<file path="src/rtl/uart_cmd_parser.sv">
// UART command frame parser: SYNC_BYTE, CMD, ARG [, CHK] with idle timeout and error reporting.
// Define UART_CMD_CHECKSUM_EN to add the XOR checksum byte and the GET_CHK state.
module uart_cmd_parser #(
    parameter int unsigned CLK_FREQ     = 100000000,
    parameter int unsigned TIMEOUT_CLKS = 1000000,
    parameter logic [7:0]  SYNC_BYTE    = 8'hAA,
    parameter logic [7:0]  MAX_CMD      = 8'h0F
) (
    input  logic       clk,
    input  logic       rst_n,
    input  logic [7:0] rx_data,
    input  logic       rx_valid,
    output logic [7:0] cmd,
    output logic [7:0] arg,
    output logic       cmd_valid,
    output logic       frame_err,
    output logic [1:0] err_code,
    output logic       busy
);
    localparam int unsigned     CntW    = $clog2(TIMEOUT_CLKS) + 1;
    localparam logic [CntW-1:0] CntLast = CntW'(TIMEOUT_CLKS - 1);

    localparam logic [1:0] ErrTimeout = 2'b10;
    localparam logic [1:0] ErrIllegal = 2'b11;
`ifdef UART_CMD_CHECKSUM_EN
    localparam logic [1:0] ErrChecksum = 2'b01;
`endif

    if (CLK_FREQ == 0 || TIMEOUT_CLKS < 2) begin : g_param_check
        $error("uart_cmd_parser: CLK_FREQ must be nonzero and TIMEOUT_CLKS at least 2");
    end

    typedef enum logic [1:0] {
        StIdle,
        StGetCmd,
        StGetArg
`ifdef UART_CMD_CHECKSUM_EN
        , StGetChk
`endif
    } state_e;

    state_e          state_q, state_d;
    logic [CntW-1:0] cnt_q, cnt_d;
    logic [7:0]      cmd_buf_q, cmd_buf_d;
`ifdef UART_CMD_CHECKSUM_EN
    logic [7:0]      arg_buf_q, arg_buf_d;
`endif
    logic [7:0]      cmd_q, cmd_d;
    logic [7:0]      arg_q, arg_d;
    logic            cmd_valid_q, cmd_valid_d;
    logic            frame_err_q, frame_err_d;
    logic [1:0]      err_code_q, err_code_d;
    logic            done;
    logic [7:0]      done_arg;

    always_comb begin
        state_d     = state_q;
        cnt_d       = cnt_q;
        cmd_buf_d   = cmd_buf_q;
`ifdef UART_CMD_CHECKSUM_EN
        arg_buf_d   = arg_buf_q;
`endif
        cmd_d       = cmd_q;
        arg_d       = arg_q;
        cmd_valid_d = 1'b0;
        frame_err_d = 1'b0;
        err_code_d  = err_code_q;
        done        = 1'b0;
        done_arg    = 8'h00;

        if (state_q == StIdle) begin
            cnt_d = '0;
            if (rx_valid && rx_data == SYNC_BYTE) begin
                state_d = StGetCmd;
            end
        end else if (rx_valid) begin
            // An accepted byte always beats a coincident timeout.
            cnt_d = '0;
            case (state_q)
                StGetCmd: begin
                    cmd_buf_d = rx_data;
                    state_d   = StGetArg;
                end
                StGetArg: begin
`ifdef UART_CMD_CHECKSUM_EN
                    arg_buf_d = rx_data;
                    state_d   = StGetChk;
`else
                    done      = 1'b1;
                    done_arg  = rx_data;
`endif
                end
`ifdef UART_CMD_CHECKSUM_EN
                StGetChk: begin
                    if (rx_data != (cmd_buf_q ^ arg_buf_q)) begin
                        state_d     = StIdle;
                        frame_err_d = 1'b1;
                        err_code_d  = ErrChecksum;
                    end else begin
                        done     = 1'b1;
                        done_arg = arg_buf_q;
                    end
                end
`endif
                default: state_d = StIdle;
            endcase
        end else if (cnt_q == CntLast) begin
            state_d     = StIdle;
            cnt_d       = '0;
            frame_err_d = 1'b1;
            err_code_d  = ErrTimeout;
        end else begin
            cnt_d = cnt_q + 1'b1;
        end

        if (done) begin
            state_d = StIdle;
            if (cmd_buf_q > MAX_CMD) begin
                frame_err_d = 1'b1;
                err_code_d  = ErrIllegal;
            end else begin
                cmd_d       = cmd_buf_q;
                arg_d       = done_arg;
                cmd_valid_d = 1'b1;
            end
        end
    end

    always_ff @(posedge clk or negedge rst_n) begin
        if (!rst_n) begin
            state_q     <= StIdle;
            cnt_q       <= '0;
            cmd_buf_q   <= 8'h00;
`ifdef UART_CMD_CHECKSUM_EN
            arg_buf_q   <= 8'h00;
`endif
            cmd_q       <= 8'h00;
            arg_q       <= 8'h00;
            cmd_valid_q <= 1'b0;
            frame_err_q <= 1'b0;
            err_code_q  <= 2'b00;
        end else begin
            state_q     <= state_d;
            cnt_q       <= cnt_d;
            cmd_buf_q   <= cmd_buf_d;
`ifdef UART_CMD_CHECKSUM_EN
            arg_buf_q   <= arg_buf_d;
`endif
            cmd_q       <= cmd_d;
            arg_q       <= arg_d;
            cmd_valid_q <= cmd_valid_d;
            frame_err_q <= frame_err_d;
            err_code_q  <= err_code_d;
        end
    end

    assign cmd       = cmd_q;
    assign arg       = arg_q;
    assign cmd_valid = cmd_valid_q;
    assign frame_err = frame_err_q;
    assign err_code  = err_code_q;
    assign busy      = (state_q != StIdle);

endmodule
</file>
<file path="config.mk">
export PLATFORM = sky130hd
export DESIGN_NAME = uart_cmd_parser
export DESIGN_NICKNAME = d
export VERILOG_FILES = /design/src/rtl/uart_cmd_parser.sv
export SDC_FILE = /design/constraint.sdc
export NUM_CORES = 1
export LEC_CHECK = 0
export BUFFER_PORTS_ARGS = -buffer_cell sky130_fd_sc_hd__buf_2
export CELL_PAD_IN_SITES_DETAIL_PLACEMENT = 0
export CELL_PAD_IN_SITES_GLOBAL_PLACEMENT = 1
export CORE_MARGIN = 4
export CORE_UTILIZATION = 30
export DETAILED_ROUTE_END_ITERATION = 10
export PLACE_DENSITY = 0.62
export SYNTH_ARGS = -nofsm -noshare
export SYNTH_HDL_FRONTEND = slang
export SYNTH_SLANG_ARGS = --single-unit
</file>
<file path="constraint.sdc">
create_clock -name clk -period 2.3 [get_ports clk]
set_clock_uncertainty 0.05 [all_clocks]
set_input_delay 0.69 -clock clk [delete_from_list [all_inputs] [get_ports clk]]
set_output_delay 0.69 -clock clk [all_outputs]
set_load 0.01 [all_outputs]
</file>
==> results of run 1 <==
==> worst register-to-register path: cells and delay by family (launching register included) <==
family	cells	cell delay [ns]
muxes	1	0.40
DFF	1	0.38
and+or+nand+nor	2	1.01
==> final cells by class <==
| type | count | area [um2] | share of cell area |
|---|---|---|---|
| sequential | 51 | 1280 | 0.486 |
| tap | 99 | 124 | 0.0471 |
| timing repair buffer | 33 | 183 | 0.0695 |
| multi-input combinational | 125 | 912 | 0.347 |
| inverter | 4 | 15.0 | 0.00571 |
| clock inverter | 2 | 35.0 | 0.0133 |
| clock buffer | 6 | 82.6 | 0.0314 |
==> report_power, final <==
group	switching (mW)	total (mW)	internal [mW]
sequential	0.00786	0.921	0.913
clock	0.289	0.641	0.352
combinational	0.0436	0.0748	0.0312
==> cell families (layout without fill, tap and decap cells) <==
| family | count (synthesis) | count (layout) |
|---|---|---|
| compound gates | 18 | 18 |
| xor+xnor | 14 | 14 |
| buf+inv | 10 | 45 |
| flops | 51 | 51 |
| simple gates | 72 | 72 |
| mux | 20 | 20 |
| fa+ha+maj | 1 | 1 |
==> metrics by stage <==
| stage | power (mW) | setup slack [ns] | std cells | cell area (um2) | util |
|---|---|---|---|---|---|
| after global placement | 1.02 | 0.308 | 312 | 2510 | 0.346 |
| final | 1.64 | 0.350 | 320 | 2630 | 0.362 |
| after CTS | 1.67 | 0.330 | 320 | 2630 | 0.362 |
| after floorplan | 0.964 | 0.451 | 186 | 2250 | - |
| after detailed placement | 1.02 | 0.303 | 312 | 2510 | 0.346 |
| after global routing | 1.70 | 0.221 | 320 | 2630 | 0.362 |
==> sequential cells by signal, indices dropped and copies added, names as in the netlist <==
signal / count
arg: 8
cnt_q: 21
err_code: 2
state_q: 2
cmd_buf_q: 8
cmd_valid: 1
cmd: 8
frame_err: 1
==> cells in the final DEF (no fill, tap or decap), drive strengths merged <==
cell	count
a21bo	1
a21oi	5
a311o	1
a31o	1
a31oi	2
and3	4
and4	5
buf	33
bufinv	1
clkbuf	6
clkinv	1
dfrtp	51
ha	1
inv	4
mux2	20
nand2	9
nand3	7
nand4	8
nor2	18
nor2b	4
nor3	3
nor4	2
nor4b	3
nor4bb	1
o211ai	1
o21ai	6
o2bb2ai	1
or3	6
or4	2
xnor2	6
xor2	8
==> synth_stat cells <==
| cell | count |
|---|---|
| nor2_1 | 17 |
| o2bb2ai_1 | 1 |
| clkbuf_1 | 1 |
| or4_4 | 1 |
| o211ai_1 | 1 |
| ha_1 | 1 |
| nand3_1 | 6 |
| nand4_1 | 6 |
| mux2_2 | 20 |
| nand2_1 | 9 |
| a311o_2 | 1 |
| a31o_2 | 1 |
| xnor2_1 | 6 |
| clkbuf_8 | 1 |
| or4_1 | 1 |
| nor3_1 | 3 |
| or3_1 | 6 |
| nor4_1 | 2 |
| and3_1 | 2 |
| nor2_4 | 1 |
| o21ai_0 | 6 |
| a21bo_2 | 1 |
| nor4bb_1 | 1 |
| a21oi_1 | 5 |
| dfrtp_1 | 51 |
| a31oi_1 | 2 |
| and4_2 | 1 |
| buf_6 | 1 |
| inv_1 | 4 |
| and3_2 | 2 |
| nand4_4 | 1 |
| nand4_2 | 1 |
| nor2b_1 | 4 |
| nand3_2 | 1 |
| and4_1 | 4 |
| xor2_1 | 8 |
| buf_2 | 2 |
| nor4b_1 | 3 |
| buf_4 | 1 |
==> layer usage <==
metal	vias up	GRT usage	routed length (um)
met2	27	0.152	1970
met5	-	0	0
met3	5	0.0311	183
met4	0	0.0325	63
li1	733	-	-
met1	737	0.142	2070
==> how the worst min path moves through the flow <==
stage	from	to	slack (ns)	cells past startpoint
5_1_grt	rst_n	cnt_q[19]	0.34	1
6_report	rst_n	cnt_q[19]	0.31	1
3_3_place_gp	err_code[1]	err_code[1]	0.42	2
4_1_cts	rst_n	cnt_q[19]	0.32	1
2_1_floorplan	rst_n	arg[0]	0.34	0
3_5_place_dp	cnt_q[0]	cnt_q[0]	0.43	1
==> flow_summary.ini, run 1 <==
[detailed_routing]
vias_per_cell = 4.69
drc = 0
ant_nets = 0
drt_first_pass_iters = 4
via_count = 1502
routed_wl_mm = 4.28
routedWlPerCell_um = 13.4
first_iter_violations = 43

[power]
p_leak_nw = 1.22
ir_drop_mv = 0.272
power_density_nw_per_um2 = 623

[timing]
rsz0062_at_grt = no
max_slew.worst_pin.slew_ns = 0.543
fmax_mhz = 513
maxSlewHeadroom = 0.638
fin_crit_sh = 0.848
fin_crit_ns = 1.95
setup_viol = 0
drv_slew = 0
worst_hold_slack_ns = 0.308
hold_viol = 0
finalSetupTns_ns = 0

[floorplan]
start_util = 0.310
io_pins = 32
num_rows = 31
die_h_um = 94.6
die_w_um = 94.6
core-area_um2 = 7250
die-area_um2 = 8950

[place]
io_buffers = 31
place_congestion = 0.708
dp_hpwl_mm = 3.08

[worst_setup_path]
cpMaxStageDelayCell = dfrtp_1
path_cells = nor2_1, inv_1, buf_2
critical_path.startpoint = state_q[1]
rr_endpoint = cmd[2]
crit_path_end_kind = output port
rr_worst_depth = 3
crit_family = flip-flops
cp-start-kind = register
cp_data_required_time_ns = 1.56
crit_cells = 3
rrSetupSlack_ns = 0.35
timing.rr.start = cmd_buf_q[6]
path_buf_inv = 2
crit_type = register to output port
arrival_ns = 1.21
max_stage_delay_ns = 0.43
cp_max_fo = 6
setup.worst_path.end = busy

[yosys]
yosys-top-cells-area = dfrtp_1 57%, mux2_2 10%, xor2_1 3.1%
synth_compound_area_frac = 0.0506
yosysTopAreaCellShare = 0.567
synthCells = 186
synthMuxAreaShare = 0.100
synth_cell_types = 39
synth_nets = 198
yosys_warnings = 0
yosys.area.top_type = dfrtp_1
syn_area_per_cell_um2 = 12.1
synthesis.area_um2 = 2250
ys_seq_elements = 51
synth-simple-area-share = 0.195
synth-xor-area-share = 0.0545
synth_top_family_by_area = simple AND/OR/NAND/NOR gates
synth-adder-area-share = 0.00556
synth-seq-area-share = 0.567

[flow_run]
drv_cap = 0

[clocking]
cts_tree = done
cts_resized = 0
clock_latency_ns = 0.30
numCtsBuffers = 5
holdBufCountCts = 0
cts.sinks = 51
cts_max_path_buffers = 2
htree_levels = 2
post_cts_buffers = 0
cts_root_buf = clkbuf_8
cts.clk_slew.worst_paths_ns = 0.09

[global_routing]
grt_pass1_vias = 1450
grt_usage = 0.102
grt_pass1_wl_mm = 7.06
antenna_found_initial = 0
grt_max_degree = 31
grt-ovfl-total = 0

[final_layout]
n_fill_cell = 743
area_growth_pct = 16.8
n_antenna_cell = 0
nets = 232
layout-drive-gt1-share = 0.326

[min_path]
hold_path.class = input pin to async pin

[run_status]
status = completed
Power figures use the tool's default switching activity.
==> inputs of run 2 (changes only) <==
- ABC_AREA: not set -> 1
- PLACE_DENSITY: 0.62 -> 0.65
- clock period: 2.3 -> 1.8 ns (I/O delays scaled with it)
==> flow_summary.ini, run 2 <==
[place]
io_buffers = 31
place_area_um2 = 2680
numPlacedInstances = 416
place_congestion = 0.735
dp_hpwl_mm = 3.76
dpl_worst_slack_ns = 0.177

[floorplan]
die-area_um2 = 9490
io_pins = 32
num_rows = 32
core-area_um2 = 7770
die_w_um = 97.4
start_util = 0.309
die_h_um = 97.4

[final_layout]
layout_common_cells = 65 x nand2_1, 57 x nor2_1, 51 x dfrtp_1, 31 x buf_2, 30 x inv_1
n_antenna_cell = 0
largest-register = cnt_q
area_growth_pct = 15.7
layout-drive-gt1-share = 0.220
nets = 333
finish.instance_area_um2 = 2780
fin_cells = 424
layout_commonest_cell = nand2_1
utilization = 0.357
largest_reg_flops = 21

[detailed_routing]
routedWlPerCell_um = 11.9
routed_wl_mm = 5.04
vias_per_cell = 4.34
drc = 0
via_count = 1842
drt_first_pass_iters = 4
ant_nets = 0
first_iter_violations = 48

[clocking]
cts_tree = done
numCtsBuffers = 5
htree_levels = 2
clock_latency_ns = 0.31
cts_max_path_buffers = 2
cts.sinks = 51
cts_root_buf = clkbuf_8
cts.clk_slew.worst_paths_ns = 0.10
post_cts_buffers = 0

[worst_setup_path]
path_cells = nor2_2, inv_1, buf_2
cp_data_required_time_ns = 1.21
max_stage_delay_ns = 0.43
crit_path_end_kind = output port
cp_max_fo = 4
path_buf_inv = 2
timing.rr.start = cnt_q[0]
rr_endpoint = cnt_q[19]
crit_family = flip-flops
crit_type = register to output port
arrival_ns = 1.14
rr_worst_depth = 8
cpMaxStageDelayCell = dfrtp_1
cp-start-kind = register
rrSetupSlack_ns = 0.18

[timing]
fin_crit_sh = 0.958
drv_slew = 0
rsz0062_at_grt = no
hold_viol = 0
finalSetupTns_ns = 0
max_slew.worst_pin.slew_ns = 0.386
maxSlewHeadroom = 0.741
worst_hold_slack_ns = 0.161
setup_ws_ns = 0.0749
fmax_mhz = 580
setup_viol = 0
fin_crit_ns = 1.73

[power]
power_mw = 1.93
ir_drop_mv = 0.286
p_leak_nw = 1.29
power_density_nw_per_um2 = 694

[yosys]
ys.flop_type = dfrtp_1
yosys.area.top_type = dfrtp_1
synthCells = 282
synth-seq-area-share = 0.532
synth_edf_count = 0
yosys_warnings = 0
yosysTopAreaCellShare = 0.532
async_reset_ff_frac = 1.00
synth_common_cells = 65 x nand2_1, 58 x nor2_1, 51 x dfrtp_1
syn_area_per_cell_um2 = 8.51
synth_nets = 294
synth_cell_types = 25
ys_seq_elements = 51
yosysMostFrequentCell = nand2_1
yosys-top-cells-area = dfrtp_1 53%, nand2_1 10%, nor2_1 9.1%
synthesis.area_um2 = 2400

[global_routing]
antenna_found_initial = 0
grt_pass1_wl_mm = 8.70
grt-ovfl-total = 0
grt_pass1_vias = 1838
grt_usage = 0.111
grt_max_degree = 28

[flow_run]
drv_cap = 0

[run_status]
status = completed

[min_path]
hold_path.class = input pin to async pin
==> run 2: cell count changes after synthesis, moves of 6 or more <==
cell     change
inv_1       +26
nor2_2      +12
nor2_1      +41
or3_1        -6
nand2_1     +56
mux2_2      -16
==> run 2: logic make-up (layout without fill, tap and decap cells) <==
family | Yosys count | after routing | share of synthesized area
and+or+nand+nor | 161 | 161 | 0.301
DFF | 51 | 51 | 0.532
buffers and inverters | 35 | 75 | 0.0647
AOI/OAI and AO/OA | 20 | 20 | 0.0417
xor gates and xnor gates | 10 | 10 | 0.0365
muxes | 4 | 4 | 0.0188
adders and majority gates | 1 | 1 | 0.00521
==> run 2: worst max path at each step <==
stage,from,end,cells past startpoint
after floorplan,cnt_q[0],cnt_q[10],9
after global placement,cnt_q[0],cnt_q[19],8
after detailed placement,cnt_q[0],cnt_q[19],8
after CTS,state_q[0],busy,3
after global routing,state_q[0],busy,3
final,state_q[0],busy,3
==> run 2: timing repair <==
| action | 4_1_cts | 5_1_grt |
|---|---|---|
| hold buffers | 0 | 0 |
| gates resized for setup | 1 | 0 |
| endpoints found under the setup margin | 1 | 0 |
==> run 2: power by group <==
group          leakage, nW  internal, mW  total [mW]  switching [mW]
combinational        0.552        0.0237      0.0733          0.0495
sequential           0.691          1.16        1.16         0.00578
clock               0.0454         0.281       0.691           0.411
==> run 2: routing by layer <==
layer / routed length (um) / track usage / vias to the layer above / share of wire
met4: 57 / 0.0319 / 0 / 0.011
met3: 189 / 0.0258 / 4 / 0.037
met1: 2560 / 0.151 / 864 / 0.51
met2: 2240 / 0.175 / 32 / 0.44
met5: 0 / 0 / - / 0
li1: - / - / 942 / -
==> run 2: cell type report <==
class / instances / area (um2)
Fill cell: 853 / 4990
Sequential cell: 51 / 1280
Multi-Input combinational cell: 196 / 971
Timing Repair Buffer: 36 / 193
Tap cell: 102 / 128
Inverter: 31 / 119
Clock buffer: 6 / 72.6
Clock inverter: 2 / 17.5
==> inputs of run 3 (changes only) <==
- CORE_MARGIN: 4 -> 8
==> flow_summary.ini, run 3 (same netlist as run 2, synthesis figures left out) <==
[power]
pwr-share-comb = 0.039
clkPwrFrac = 0.358
power_mw = 1.93
p_int_mw = 1.46
p_leak_nw = 1.29
swShare = 0.241
ir_drop_mv = 0.240
p_seq_frac = 0.603
switching_power_mw = 0.464
power_density_nw_per_um2 = 693

[floorplan]
core-area_um2 = 7730
io_pins = 32
num_rows = 32
die-area_um2 = 11100
die_h_um = 105
die_w_um = 105
start_util = 0.311

[timing]
setup_viol = 0
fin_crit_sh = 0.945
rsz0062_at_grt = no
max_slew.worst_pin.slew_ns = 0.362
drv_slew = 0
finalSetupTns_ns = 0
setup_ws_ns = 0.0990
worst_hold_slack_ns = 0.0825
maxSlewHeadroom = 0.759
fin_crit_ns = 1.70
hold_viol = 0
fmax_mhz = 588

[final_layout]
n_antenna_cell = 0
nets = 332
finish.instance_area_um2 = 2780
layout_commonest_cell = nand2_1
largest_reg_flops = 21
layout-drive-gt1-share = 0.221
largest-register = cnt_q
area_growth_pct = 16.0
layout_common_cells = 65 x nand2_1, 57 x nor2_1, 51 x dfrtp_1, 31 x buf_2, 30 x inv_1
fin_cells = 423
multi_input_area_um2 = 971
utilization = 0.360
n_fill_cell = 826
regArea_um2 = 1280

[worst_setup_path]
crit_type = register to output port
cpMaxStageDelayCell = dfrtp_1
arrival_ns = 1.11
crit_path_end_kind = output port
cp_max_fo = 4
rrSetupSlack_ns = 0.13
max_stage_delay_ns = 0.43
path_cells = nor2_2, inv_1, buf_2
cp_data_required_time_ns = 1.21
cp-start-kind = register

[global_routing]
antenna_found_initial = 0
grt_pass1_wl_mm = 8.76
grt-ovfl-total = 0
grt_pass1_vias = 1849
grt_max_degree = 39
grt_usage = 0.0953

[detailed_routing]
ant_nets = 0
routedWlPerCell_um = 12.1
drc = 0
routed_wl_mm = 5.12
first_iter_violations = 75
vias_per_cell = 4.29
drt_first_pass_iters = 4
via_count = 1813

[clocking]
holdBufCountCts = 0
numCtsBuffers = 5
cts_max_path_buffers = 2
htree_levels = 2
clock_latency_ns = 0.30
cts.sinks = 51
cts.clk_slew.worst_paths_ns = 0.10
cts_root_buf = clkbuf_8
cts_tree = done

[place]
place_area_um2 = 2690
io_buffers = 31
place_congestion = 0.744
numPlacedInstances = 415
dpl_worst_slack_ns = 0.174
dp_hpwl_mm = 3.84

[min_path]
hold_path.class = input pin to async pin

[run_status]
status = completed

[flow_run]
drv_cap = 0
run 3: changes by cell type in the layout (fill, tap and decap cells not counted):
cell,before,now
buf_12,0,1
clkbuf_1,1,0
clkinv_2,0,1
inv_6,0,2
buf_4,5,3
clkinv_4,2,0
run 3: power groups by stage:
stage / Sequential (mW) / Clock, mW / Combinational [mW]
2_1_floorplan: 1.19 / 0 / 0.0197
3_3_place_gp: 1.18 / 0 / 0.0780
3_5_place_dp: 1.18 / 0 / 0.0789
4_1_cts: 1.16 / 0.718 / 0.0790
5_1_grt: 1.16 / 0.764 / 0.0873
6_report: 1.16 / 0.691 / 0.0750
run 3: worst max-delay path: cells and delay by family (launching register included):
family                 cells  cell delay, ns
buffers and inverters      2            0.19
flip-flops                 1            0.43
AND/OR/NAND/NOR            1            0.19
run 3: final timing paths:
kind | start | end | cells after the start
max | state_q[0] | busy | 3
min | rst_n | cnt_q[4] | 1
max reg2reg | cnt_q[0] | cnt_q[1] | 8
min reg2reg | cnt_q[0] | cnt_q[0] | 1
max in group asynchronous | rst_n | cnt_q[12] | 2
min in group clk | rx_valid | cnt_q[12] | 2
run 3: timing repair:
| action | in CTS | in global routing |
|---|---|---|
| endpoints found under the setup margin | 0 | 1 |
| gates resized for setup | 0 | 1 |
| setup buffers | 0 | 0 |
run 3: per-layer routing:
layer	share of wire	vias to the layer above	global-route usage
met4	0.0070	0	0.0245
met1	0.50	832	0.123
li1	-	944	-
met2	0.44	33	0.147
met3	0.058	4	0.0341
met5	0	-	0
run 3: final cells by class:
| cell class | instances | share of cell area |
|---|---|---|
| timing repair buffer | 35 | 0.0710 |
| inverter | 31 | 0.0427 |
| clock inverter | 3 | 0.00809 |
| clock buffer | 5 | 0.0247 |
| multi-input combinational | 196 | 0.349 |
| tap | 102 | 0.0459 |
| sequential | 51 | 0.459 |
